==> src/rtl/pulse_src_gen_pkg.sv <==
// Shared types and constants for the multi-channel pulse source.
// Register map, reset values and the per-channel state encoding.
package pulse_src_gen_pkg;

  typedef enum logic [2:0] {
    ST_IDLE  = 3'd0,
    ST_DELAY = 3'd1,
    ST_RISE  = 3'd2,
    ST_HIGH  = 3'd3,
    ST_FALL  = 3'd4,
    ST_LOW   = 3'd5,
    ST_DONE  = 3'd6
  } pulse_state_e;

  localparam logic [3:0] ADDR_IV   = 4'd0;
  localparam logic [3:0] ADDR_PV   = 4'd1;
  localparam logic [3:0] ADDR_TD   = 4'd2;
  localparam logic [3:0] ADDR_TR   = 4'd3;
  localparam logic [3:0] ADDR_TH   = 4'd4;
  localparam logic [3:0] ADDR_TF   = 4'd5;
  localparam logic [3:0] ADDR_TL   = 4'd6;
  localparam logic [3:0] ADDR_NPER = 4'd7;
  localparam logic [3:0] ADDR_SR   = 4'd8;
  localparam logic [3:0] ADDR_SF   = 4'd9;

  localparam int RST_IV   = 0;
  localparam int RST_PV   = 0;
  localparam int RST_TD   = 0;
  localparam int RST_TR   = 1;
  localparam int RST_TH   = 1;
  localparam int RST_TF   = 1;
  localparam int RST_TL   = 1;
  localparam int RST_NPER = 0;
  localparam int RST_SR   = 1;
  localparam int RST_SF   = 1;

endpackage

==> src/rtl/pulse_src_gen_ch.sv <==
// One pulse channel: config registers, phase FSM, counters and edge ramp.
// PULSE_SRC_GEN_RAMP_EN enables SR/SF stepping on the edges.
module pulse_src_gen_ch
  import pulse_src_gen_pkg::*;
#(
  parameter int WIDTH = 12,
  parameter int CNT_W = 16
) (
  input  logic             clk,
  input  logic             rst,
  input  logic             wr_en,
  input  logic [3:0]       wr_addr,
  input  logic [CNT_W-1:0] wr_data,
  input  logic             start,
  input  logic             stop,
  output logic [WIDTH-1:0] out_val,
  output logic             busy,
  output logic             done
);

  localparam logic [CNT_W-1:0] ONE = CNT_W'(1);

  pulse_state_e     state_q, state_d;
  logic [CNT_W-1:0] cnt_q, cnt_d, per_q, per_d;
  logic [WIDTH-1:0] out_q, out_d;
  logic             busy_q, busy_d, done_q, done_d;

  logic [WIDTH-1:0] iv_q, iv_d, pv_q, pv_d;
  logic [CNT_W-1:0] td_q, td_d, tr_q, tr_d, th_q, th_d;
  logic [CNT_W-1:0] tf_q, tf_d, tl_q, tl_d, nper_q, nper_d;

  logic [CNT_W-1:0] len_s, cnt_inc_s, per_inc_s;
  logic             last_s, near_s;
  logic [WIDTH-1:0] rise_first_step_s, rise_next_s, fall_first_step_s, fall_next_s;
  logic [WIDTH-1:0] rise_first_s, fall_first_s;

  function automatic logic [CNT_W-1:0] max1(input logic [CNT_W-1:0] d);
    return (d == '0) ? ONE : d;
  endfunction

`ifdef PULSE_SRC_GEN_RAMP_EN
  logic [WIDTH-1:0] sr_q, sr_d, sf_q, sf_d;

  // One ramp step from cur toward target, saturating at target in either direction.
  function automatic logic [WIDTH-1:0] ramp_step(input logic [WIDTH-1:0] cur,
                                                 input logic [WIDTH-1:0] step,
                                                 input logic [WIDTH-1:0] target);
    logic [WIDTH:0]   acc;
    logic [WIDTH-1:0] res;
    if (target >= cur) begin
      acc = {1'b0, cur} + {1'b0, step};
      res = (acc >= {1'b0, target}) ? target : acc[WIDTH-1:0];
    end else begin
      acc = {1'b0, cur} - {1'b0, step};
      res = (acc[WIDTH] || (acc[WIDTH-1:0] <= target)) ? target : acc[WIDTH-1:0];
    end
    return res;
  endfunction

  assign rise_first_step_s = ramp_step(iv_q, sr_q, pv_q);
  assign rise_next_s       = ramp_step(out_q, sr_q, pv_q);
  assign fall_first_step_s = ramp_step(pv_q, sf_q, iv_q);
  assign fall_next_s       = ramp_step(out_q, sf_q, iv_q);
`else
  assign rise_first_step_s = iv_q;
  assign rise_next_s       = iv_q;
  assign fall_first_step_s = pv_q;
  assign fall_next_s       = pv_q;
`endif

  assign rise_first_s = (max1(tr_q) == ONE) ? pv_q : rise_first_step_s;
  assign fall_first_s = (max1(tf_q) == ONE) ? iv_q : fall_first_step_s;
  assign cnt_inc_s    = cnt_q + ONE;
  assign per_inc_s    = per_q + ONE;

  // Register write decode.
  always_comb begin
    iv_d   = iv_q;
    pv_d   = pv_q;
    td_d   = td_q;
    tr_d   = tr_q;
    th_d   = th_q;
    tf_d   = tf_q;
    tl_d   = tl_q;
    nper_d = nper_q;
`ifdef PULSE_SRC_GEN_RAMP_EN
    sr_d   = sr_q;
    sf_d   = sf_q;
`endif
    case ({wr_en, wr_addr})
      {1'b1, ADDR_IV}:   iv_d   = wr_data[WIDTH-1:0];
      {1'b1, ADDR_PV}:   pv_d   = wr_data[WIDTH-1:0];
      {1'b1, ADDR_TD}:   td_d   = wr_data;
      {1'b1, ADDR_TR}:   tr_d   = wr_data;
      {1'b1, ADDR_TH}:   th_d   = wr_data;
      {1'b1, ADDR_TF}:   tf_d   = wr_data;
      {1'b1, ADDR_TL}:   tl_d   = wr_data;
      {1'b1, ADDR_NPER}: nper_d = wr_data;
`ifdef PULSE_SRC_GEN_RAMP_EN
      {1'b1, ADDR_SR}:   sr_d   = wr_data[WIDTH-1:0];
      {1'b1, ADDR_SF}:   sf_d   = wr_data[WIDTH-1:0];
`endif
      default: ;
    endcase
  end

  // Duration of the current phase and end-of-phase flags.
  always_comb begin
    case (state_q)
      ST_DELAY: len_s = td_q;
      ST_RISE:  len_s = max1(tr_q);
      ST_HIGH:  len_s = max1(th_q);
      ST_FALL:  len_s = max1(tf_q);
      ST_LOW:   len_s = max1(tl_q);
      default:  len_s = ONE;
    endcase
    last_s = (cnt_q >= len_s);
    near_s = (cnt_inc_s >= len_s);
  end

  // Phase sequencing; the output code for the coming cycle is computed alongside.
  always_comb begin
    state_d = state_q;
    cnt_d   = cnt_q;
    per_d   = per_q;
    out_d   = out_q;
    done_d  = 1'b0;
    case (state_q)
      ST_IDLE, ST_DONE: begin
        out_d = iv_d;
        if (start) begin
          per_d = '0;
          cnt_d = ONE;
          if (td_q == '0) begin
            state_d = ST_RISE;
            out_d   = rise_first_s;
          end else begin
            state_d = ST_DELAY;
            out_d   = iv_q;
          end
        end else begin
          state_d = state_q;
        end
      end
      ST_DELAY: begin
        if (last_s) begin
          state_d = ST_RISE;
          cnt_d   = ONE;
          out_d   = rise_first_s;
        end else begin
          cnt_d = cnt_inc_s;
          out_d = iv_q;
        end
      end
      ST_RISE: begin
        if (last_s) begin
          state_d = ST_HIGH;
          cnt_d   = ONE;
          out_d   = pv_q;
        end else begin
          cnt_d = cnt_inc_s;
          out_d = near_s ? pv_q : rise_next_s;
        end
      end
      ST_HIGH: begin
        if (last_s) begin
          state_d = ST_FALL;
          cnt_d   = ONE;
          out_d   = fall_first_s;
        end else begin
          cnt_d = cnt_inc_s;
          out_d = pv_q;
        end
      end
      ST_FALL: begin
        if (last_s) begin
          state_d = ST_LOW;
          cnt_d   = ONE;
          out_d   = iv_q;
        end else begin
          cnt_d = cnt_inc_s;
          out_d = near_s ? iv_q : fall_next_s;
        end
      end
      ST_LOW: begin
        if (last_s) begin
          per_d = per_inc_s;
          cnt_d = ONE;
          if ((nper_q != '0) && (per_inc_s == nper_q)) begin
            state_d = ST_DONE;
            done_d  = 1'b1;
            out_d   = iv_q;
          end else begin
            state_d = ST_RISE;
            out_d   = rise_first_s;
          end
        end else begin
          cnt_d = cnt_inc_s;
          out_d = iv_q;
        end
      end
      default: begin
        state_d = ST_IDLE;
        out_d   = iv_q;
      end
    endcase
    if (stop) begin
      state_d = ST_IDLE;
      out_d   = iv_d;
      done_d  = 1'b0;
    end else begin
      done_d = done_d;
    end
    busy_d = (state_d != ST_IDLE) && (state_d != ST_DONE);
  end

  // State, counters, outputs and config registers.
  always_ff @(posedge clk) begin
    if (rst) begin
      state_q <= ST_IDLE;
      cnt_q   <= ONE;
      per_q   <= '0;
      out_q   <= '0;
      busy_q  <= 1'b0;
      done_q  <= 1'b0;
      iv_q    <= WIDTH'(RST_IV);
      pv_q    <= WIDTH'(RST_PV);
      td_q    <= CNT_W'(RST_TD);
      tr_q    <= CNT_W'(RST_TR);
      th_q    <= CNT_W'(RST_TH);
      tf_q    <= CNT_W'(RST_TF);
      tl_q    <= CNT_W'(RST_TL);
      nper_q  <= CNT_W'(RST_NPER);
`ifdef PULSE_SRC_GEN_RAMP_EN
      sr_q    <= WIDTH'(RST_SR);
      sf_q    <= WIDTH'(RST_SF);
`endif
    end else begin
      state_q <= state_d;
      cnt_q   <= cnt_d;
      per_q   <= per_d;
      out_q   <= out_d;
      busy_q  <= busy_d;
      done_q  <= done_d;
      iv_q    <= iv_d;
      pv_q    <= pv_d;
      td_q    <= td_d;
      tr_q    <= tr_d;
      th_q    <= th_d;
      tf_q    <= tf_d;
      tl_q    <= tl_d;
      nper_q  <= nper_d;
`ifdef PULSE_SRC_GEN_RAMP_EN
      sr_q    <= sr_d;
      sf_q    <= sf_d;
`endif
    end
  end

  assign out_val = out_q;
  assign busy    = busy_q;
  assign done    = done_q;

endmodule

==> src/rtl/pulse_src_gen.sv <==
// N-channel pulse/rect source: config routing, cfg_ready mux, channel array.
// Optional edge ramps are enabled by defining PULSE_SRC_GEN_RAMP_EN.
module pulse_src_gen
  import pulse_src_gen_pkg::*;
#(
  parameter int N_CH  = 4,
  parameter int WIDTH = 12,
  parameter int CNT_W = 16,
  localparam int CH_W = (N_CH > 1) ? $clog2(N_CH) : 1
) (
  input  logic                  clk,
  input  logic                  rst,
  input  logic                  cfg_valid,
  output logic                  cfg_ready,
  input  logic [CH_W-1:0]       cfg_ch,
  input  logic [3:0]            cfg_addr,
  input  logic [CNT_W-1:0]      cfg_data,
  input  logic [N_CH-1:0]       start,
  input  logic [N_CH-1:0]       stop,
  output logic [N_CH*WIDTH-1:0] out_val,
  output logic [N_CH-1:0]       busy,
  output logic [N_CH-1:0]       done
);

  logic            ready_s;
  logic [N_CH-1:0] wr_en_s;

  // A write stalls only while its target channel is running; unmapped indices accept and drop.
  always_comb begin
    ready_s = 1'b1;
    for (int c = 0; c < N_CH; c++) begin
      if (cfg_ch == CH_W'(c)) begin
        ready_s = ~busy[c];
      end else begin
        ready_s = ready_s;
      end
    end
  end

  assign cfg_ready = ready_s;

  for (genvar c = 0; c < N_CH; c++) begin : g_ch
    assign wr_en_s[c] = cfg_valid & ready_s & (cfg_ch == CH_W'(c));

    pulse_src_gen_ch #(
      .WIDTH (WIDTH),
      .CNT_W (CNT_W)
    ) u_ch (
      .clk     (clk),
      .rst     (rst),
      .wr_en   (wr_en_s[c]),
      .wr_addr (cfg_addr),
      .wr_data (cfg_data),
      .start   (start[c]),
      .stop    (stop[c]),
      .out_val (out_val[c*WIDTH +: WIDTH]),
      .busy    (busy[c]),
      .done    (done[c])
    );
  end

endmodule

==> config.mk <==
export PLATFORM = sky130hd
export DESIGN_NAME = pulse_src_gen
export DESIGN_NICKNAME = d
export VERILOG_FILES = /design/src/rtl/pulse_src_gen_pkg.sv /design/src/rtl/pulse_src_gen_ch.sv /design/src/rtl/pulse_src_gen.sv
export SDC_FILE = /design/constraint.sdc
export NUM_CORES = 2
export LEC_CHECK = 0
export CAP_MARGIN = 20
export CORE_ASPECT_RATIO = 0.5
export CORE_MARGIN = 3
export CORE_UTILIZATION = 57
export DETAILED_ROUTE_END_ITERATION = 16
export GPL_TIMING_DRIVEN = 0
export PLACE_DENSITY = 0.74
export SLEW_MARGIN = 5
export SYNTH_ARGS = -nofsm -noshare
export SYNTH_HDL_FRONTEND = slang
export SYNTH_HIERARCHICAL = 1
export SYNTH_SLANG_ARGS = --single-unit
==> constraint.sdc <==
create_clock -name clk -period 9.4 [get_ports clk]
set_input_delay 0.94 -clock clk [delete_from_list [all_inputs] [get_ports clk]]
set_output_delay 0.94 -clock clk [all_outputs]
set_load 0.02 [all_outputs]
; Word level (Yosys, flattened, before mapping)
; Index checks and enable logic that the tools add are counted.
[word_totals]
register_bits = 676
out_inout_bits = 57
elab_cells = 393
inputBits = 33
[op_classes]
bitwise_logic = 17
n_lt_le_gt_ge = 8
eq_ne = 83
mux = 152
addsub = 8
reduce_logical = 69
[op_table]
columns = operator, count
row1 = two-way mux 12 bit, 56
row2 = two-way mux 16 bit, 32
row3 = logical NOT 16 bit, 20
row4 = one-hot mux 16 bit (5 select lines), 4
row5 = one-hot mux 12 bit (6 select lines), 4
row6 = one-hot mux 16 bit (2 select lines), 8
row7 = == test 5 bit (second input constant), 32
row8 = adder 16 x 1 -> 16 bit (second input constant), 8
row9 = == test 16 x 1 -> 1 bit (second input constant), 8
row10 = greater-or-equal comparator 16 bit, 8
row11 = two-way mux 3 bit, 32
row12 = one-hot mux 3 bit (6 select lines), 4
row13 = == test 16 bit, 4
row14 = nonzero test 16 bit, 4
row15 = == test 3 bit (second input constant), 12
row16 = == test 3 x 2 -> 1 bit (second input constant), 8
row17 = OR reduction 5 bit, 4
row18 = nonzero test 2 bit, 8
row19 = OR reduction 4 bit, 4
row20 = == test 3 x 1 -> 1 bit (second input constant), 4
row21 = logical NOT 3 bit, 4
row22 = inequality test 3 bit (second input constant), 4
row23 = NOT 1 bit, 12
row24 = AND reduction 3 bit, 4
row25 = other kinds (12), 49

; Logic depth before layout (Yosys ltp)
[depth]
depth_word = 12
ltp_mapped = 20
depth_no_buf = 17

; Hierarchy
; Netlist, hierarchy kept.
[by_module_without_submodules]
columns = module, cells_per_inst, seq_area_each_um2, area_per_inst_um2, instances
row1 = pulse_src_gen_ch (g_ch[3].u_ch), 1212, 3383.2, 9415.3, 1
row2 = pulse_src_gen_ch (g_ch[0].u_ch), 1214, 3383.2, 9402.8, 1
row3 = pulse_src_gen_ch (g_ch[2].u_ch), 1210, 3383.2, 9170.0, 1
row4 = pulse_src_gen_ch (g_ch[1].u_ch), 1158, 3383.2, 9087.5, 1
row5 = pulse_src_gen, 7, 0.0, 61.3, 1

; Least setup slack after synthesis
; Ideal clock, no wire load.
[synth_timing]
path_type = register -> register
start = register g_ch[3].u_ch.state_q[1]
end = register g_ch[3].u_ch.out_q[0]
path_slack_ns = 5.242
t_arrival_ns = 4.030
required_ns = 9.272
path_buffers = 2
path_stages_with_launch = 18
setup_time_ns = 0.128
path_cell_list = dfxtp_1 > clkbuf_1 > clkinv_1 > nor2_1 > clkbuf_1 > a22oi_1 > o22ai_1 > a21oi_1 > ha_1 > a211o_1 > nor2_1 > a211o_1 > a211oi_1 > nor3_1 > a2111oi_4 > o31ai_4 > a221oi_1 > a21oi_1
[synth_between]
elab_chain_len = 7
elab_cells_between_ends = 20
[synth_rtl]
columns = item, line
row1 = "start, declared", pulse_src_gen_ch.sv:23  ; pulse_state_e state_q, state_d;
row2 = "start signal, assigned", pulse_src_gen_ch.sv:239  ; state_q <= state_d;
row3 = == test 3 bit (tied with other cells), "pulse_src_gen_ch.sv:109, pulse_src_gen_ch.sv:128"
row4 = one-hot mux 16 bit (5 select lines), pulse_src_gen_ch.sv:109  ; case (state_q)
row5 = greater-or-equal comparator 16 bit, pulse_src_gen_ch.sv:118  ; near_s = (cnt_inc_s >= len_s);
row6 = "two-way mux 12 bit, on equally long branches", "pulse_src_gen_ch.sv:182, pulse_src_gen_ch.sv:162"
row7 = "two-way mux 12 bit, on equally long branches", "pulse_src_gen_ch.sv:176, pulse_src_gen_ch.sv:156"
row8 = one-hot mux 12 bit (6 select lines) (*), pulse_src_gen_ch.sv:128  ; case (state_q)
row9 = two-way mux 12 bit (*), pulse_src_gen_ch.sv:207  ; if (stop) begin
row10 = "end signal, assigned", pulse_src_gen_ch.sv:242  ; out_q <= out_d;
row11 = "end, declared", pulse_src_gen_ch.sv:25  ; logic [WIDTH-1:0] out_q, out_d;
; Mark *: on every way between the ends. The rest lies on a longest branch, timed or not.
; A chain may end at the register's enable or synchronous reset.

; Worst setup path after layout
; Same ends and word-level chain as after synthesis.

==> results.json <==
{
  "status": "finished clean",
  "clk_pin_slew_ps": 70,
  "postRouteAntennaNets": 0,
  "die_area_mm2": 0.0684,
  "ctsResizeCount": 0,
  "cap_violations": 0,
  "clkSinkCount": 676,
  "r2r_start": "g_ch[3].u_ch/state_q[1]",
  "hp-class": "reg2reg",
  "cp_top_family": "compound AO/OA/AOI/OAI gates",
  "cts_made_buffers": 59,
  "cp_data_arrival_time_ps": 7390,
  "max_freq_mhz": 145,
  "critPathMaxStageDelay_ps": 950,
  "power.density_mw_per_mm2": 145,
  "rr_worst_depth": 16,
  "portBuffers": 73,
  "cts.htree.levels": 2,
  "synth_seq_cells": 676,
  "routed_via_density": 6.52,
  "worstMarginPinSlew_ps": 1210,
  "start_kind": "register",
  "synth.distinct_cells": 107,
  "setup_viol": 0,
  "wl_per_cell_um": 22.6,
  "die_width_um": 367,
  "syn_avg_cell_area_um2": 7.74,
  "fin_crit_ps": 6890,
  "critPathBufInv": 3,
  "setup-tns-final_ps": 0,
  "fin_skew_ps": 31.6,
  "grt_pass1_vias": 34900,
  "postCtsSetupRepairBufs": 0,
  "slew_headroom_pct": 19.4,
  "grtUsageTotal_pct": 36.9,
  "place.gp.congestion": 1.00,
  "hpwl_um": 98100,
  "syn2layout_area_growth_pct": 10.4,
  "startpoint": "g_ch[3].u_ch/state_q[1]",
  "drive_gt1_share_pct": 4.77,
  "synthArstFlopShare_pct": 0,
  "initial_core_util_pct": 58.2,
  "report.final.slew_viol_count": 0,
  "final_nets": 5113,
  "ir_drop_v": 0.000160,
  "final_cell_mix": "934 x nand2_1, 676 x dfxtp_1, 591 x a21oi_1, 417 x nor2_1, 307 x clkbuf_1",
  "hold_viol_final": 0,
  "synth_edf_count": 0,
  "path_max_fanout": 10,
  "netlist_instances": 4801,
  "rsz0062_at_grt": "false",
  "vias": 38200,
  "placed_cell_area_mm2": 0.0391,
  "synth_fp_nets": 4970,
  "crit_cells": 16,
  "crit_type": "reg2reg",
  "core_mm2": 0.0638,
  "cts_root_buffer": "clkbuf_16",
  "clock_path_buffers": 3,
  "cp_data_required_time_ps": 9900,
  "final_area_mm2": 0.0410,
  "drt-initial-drc-count": 5103,
  "cts_tree": "built",
  "synth_ff_type": "dfxtp_1",
  "die_h_um": 186,
  "first_pass_iters": 7,
  "grt_max_degree": 25,
  "antenna_found_initial": 4,
  "holdPathStages": 2,
  "rows": 65,
  "ys_warn_count": 6,
  "insertion_delay_ps": 670,
  "grt_pass1_wl_um": 202000,
  "finalCritPeriodShare_pct": 73.3,
  "yosysSeqAreaShare_pct": 36.4,
  "cts_hold_buf": 0,
  "wirelength_um": 133000,
  "synth_area_mm2": 0.0371,
  "post-route-drc-count": 0,
  "p_leak_nw": 15.2,
  "ios": 90,
  "final_common_cell": "nand2_1",
  "path_cells": "clkbuf_1 > clkinv_1 > nor2_1 > clkbuf_1 > a221oi_1 > nor2_1 > a21oi_1 > ha_1 > o2111ai_1 > a311oi_1 > nor2_1 > a21oi_1 > nand2_1 > o311ai_0 > o21ai_0 > a21oi_1",
  "cp-end-kind": "register",
  "overflow": 0,
  "hp-start": "g_ch[2].u_ch/fall_first_step_s[9]",
  "worst_path_max_delay_cell": "nor2_1"
}
[stage by stage]
stage / power (mW) / hold slack (ps) / utilization [%] / worst slack (ps) / cells
4_1_cts: 5.96 / 455 / 64.3 / 2820 / 5857
5_1_grt: 6.12 / 479 / 64.3 / 2300 / 5859
2_1_floorplan: 3.27 / 430 / - / 5240 / 4801
3_5_place_dp: 3.50 / 446 / 61.3 / 2820 / 5752
6_report: 5.96 / 455 / 64.3 / 2510 / 5860
3_3_place_gp: 3.49 / 444 / 61.1 / 2920 / 5745
[final cells by class]
cell class,count,area (um^2)
clock buffer,75,1610
fill,5766,22800
buffer,341,1350
tap,871,1090
inverter,58,218
sequential,676,13500
antenna,1,2.50
multi-input combinational,3726,22000
timing repair buffer,82,861
clock inverter,30,295
[worst reg2reg max path, delay by kind of cell, from the launching register on]
kind                       cells  cell delay [ps]
AOI/OAI and AO/OA              8             2900
adders and majority gates      1              350
buffers and inverters          3             1350
DFF                            1              310
and+or+nand+nor                4             1840
[synthesized netlist by cell type (all sizes together), types with 18 or more instances]
| library cell | instances | area share (%) |
|---|---|---|
| nor3 | 86 | 1.2 |
| ha | 136 | 4.6 |
| buf | 44 | 0.64 |
| or3 | 37 | 0.62 |
| o21ai | 189 | 2.6 |
| and4 | 18 | 0.44 |
| nand2 | 935 | 9.5 |
| mux2 | 22 | 0.67 |
| nor4 | 110 | 2.0 |
| a21o | 23 | 0.46 |
| a221oi | 52 | 1.2 |
| o221ai | 39 | 0.92 |
| a31oi | 31 | 0.52 |
| nand3b | 44 | 0.92 |
| xor2 | 67 | 1.6 |
| o211ai | 23 | 0.50 |
| a21boi | 25 | 0.51 |
| and3 | 56 | 0.97 |
| clkbuf | 297 | 3.0 |
| o22ai | 21 | 0.35 |
| a211oi | 30 | 0.61 |
| dfxtp | 676 | 36 |
| a21oi | 591 | 8.0 |
| nor2 | 417 | 4.2 |
| nand3 | 133 | 1.9 |
| inv | 55 | 0.56 |
| a22oi | 88 | 1.8 |
| mux2i | 146 | 3.9 |
| nand4 | 52 | 1.1 |
| xnor2 | 80 | 1.9 |
[power by group]
group | switching (mW) | internal [mW]
registers | 0.0166 | 2.88
clock network | 1.18 | 1.32
logic | 0.416 | 0.146
[registers in the layout, summed over array words and instances, names as in the netlist]
signal                       cells
g_ch.u_ch/cnt_q                 64
g_ch.u_ch/nper_q                64
g_ch.u_ch/per_q                 64
g_ch.u_ch/td_q                  64
g_ch.u_ch/tf_q                  64
g_ch.u_ch/th_q                  64
g_ch.u_ch/tl_q                  64
g_ch.u_ch/tr_q                  64
g_ch.u_ch/fall_first_step_s     48
g_ch.u_ch/iv_q                  48
g_ch.u_ch/out_val               48
g_ch.u_ch/state_q               12
g_ch.u_ch/busy                   4
g_ch.u_ch/done                   4
[metal layers]
metal	routed length (um)	share of wire, %	global-route usage (%)
met5	33	0.025	0
met4	4840	3.7	13.1
met3	15700	12	8.31
met1	56400	43	52.4
met2	55600	42	54.9
[cell families (layout without fill, tap and decap cells)]
group	after synthesis	after routing	share of synthesized area, %
multiplexers	169	169	4.66
AND/OR/NAND/NOR	1993	1993	24.9
other	0	1	0
AO/OA/AOI/OAI	1281	1281	21.7
flip-flops	676	676	36.4
adder cells (fa/ha/maj)	136	136	4.58
buffers and inverters	399	586	4.23
XOR/XNOR	147	147	3.49
[path summary, 6_finish.rpt]
kind                                                     endpoint  slack [ps]
worst min register to register  g_ch[2].u_ch/fall_first_step_s[9]         460
worst max register to register            g_ch[3].u_ch/out_val[0]        2510
worst max-delay path                      g_ch[3].u_ch/out_val[0]        2510
worst min-delay path            g_ch[2].u_ch/fall_first_step_s[9]         460
No activity file was read; power rests on OpenSTA's default activity.
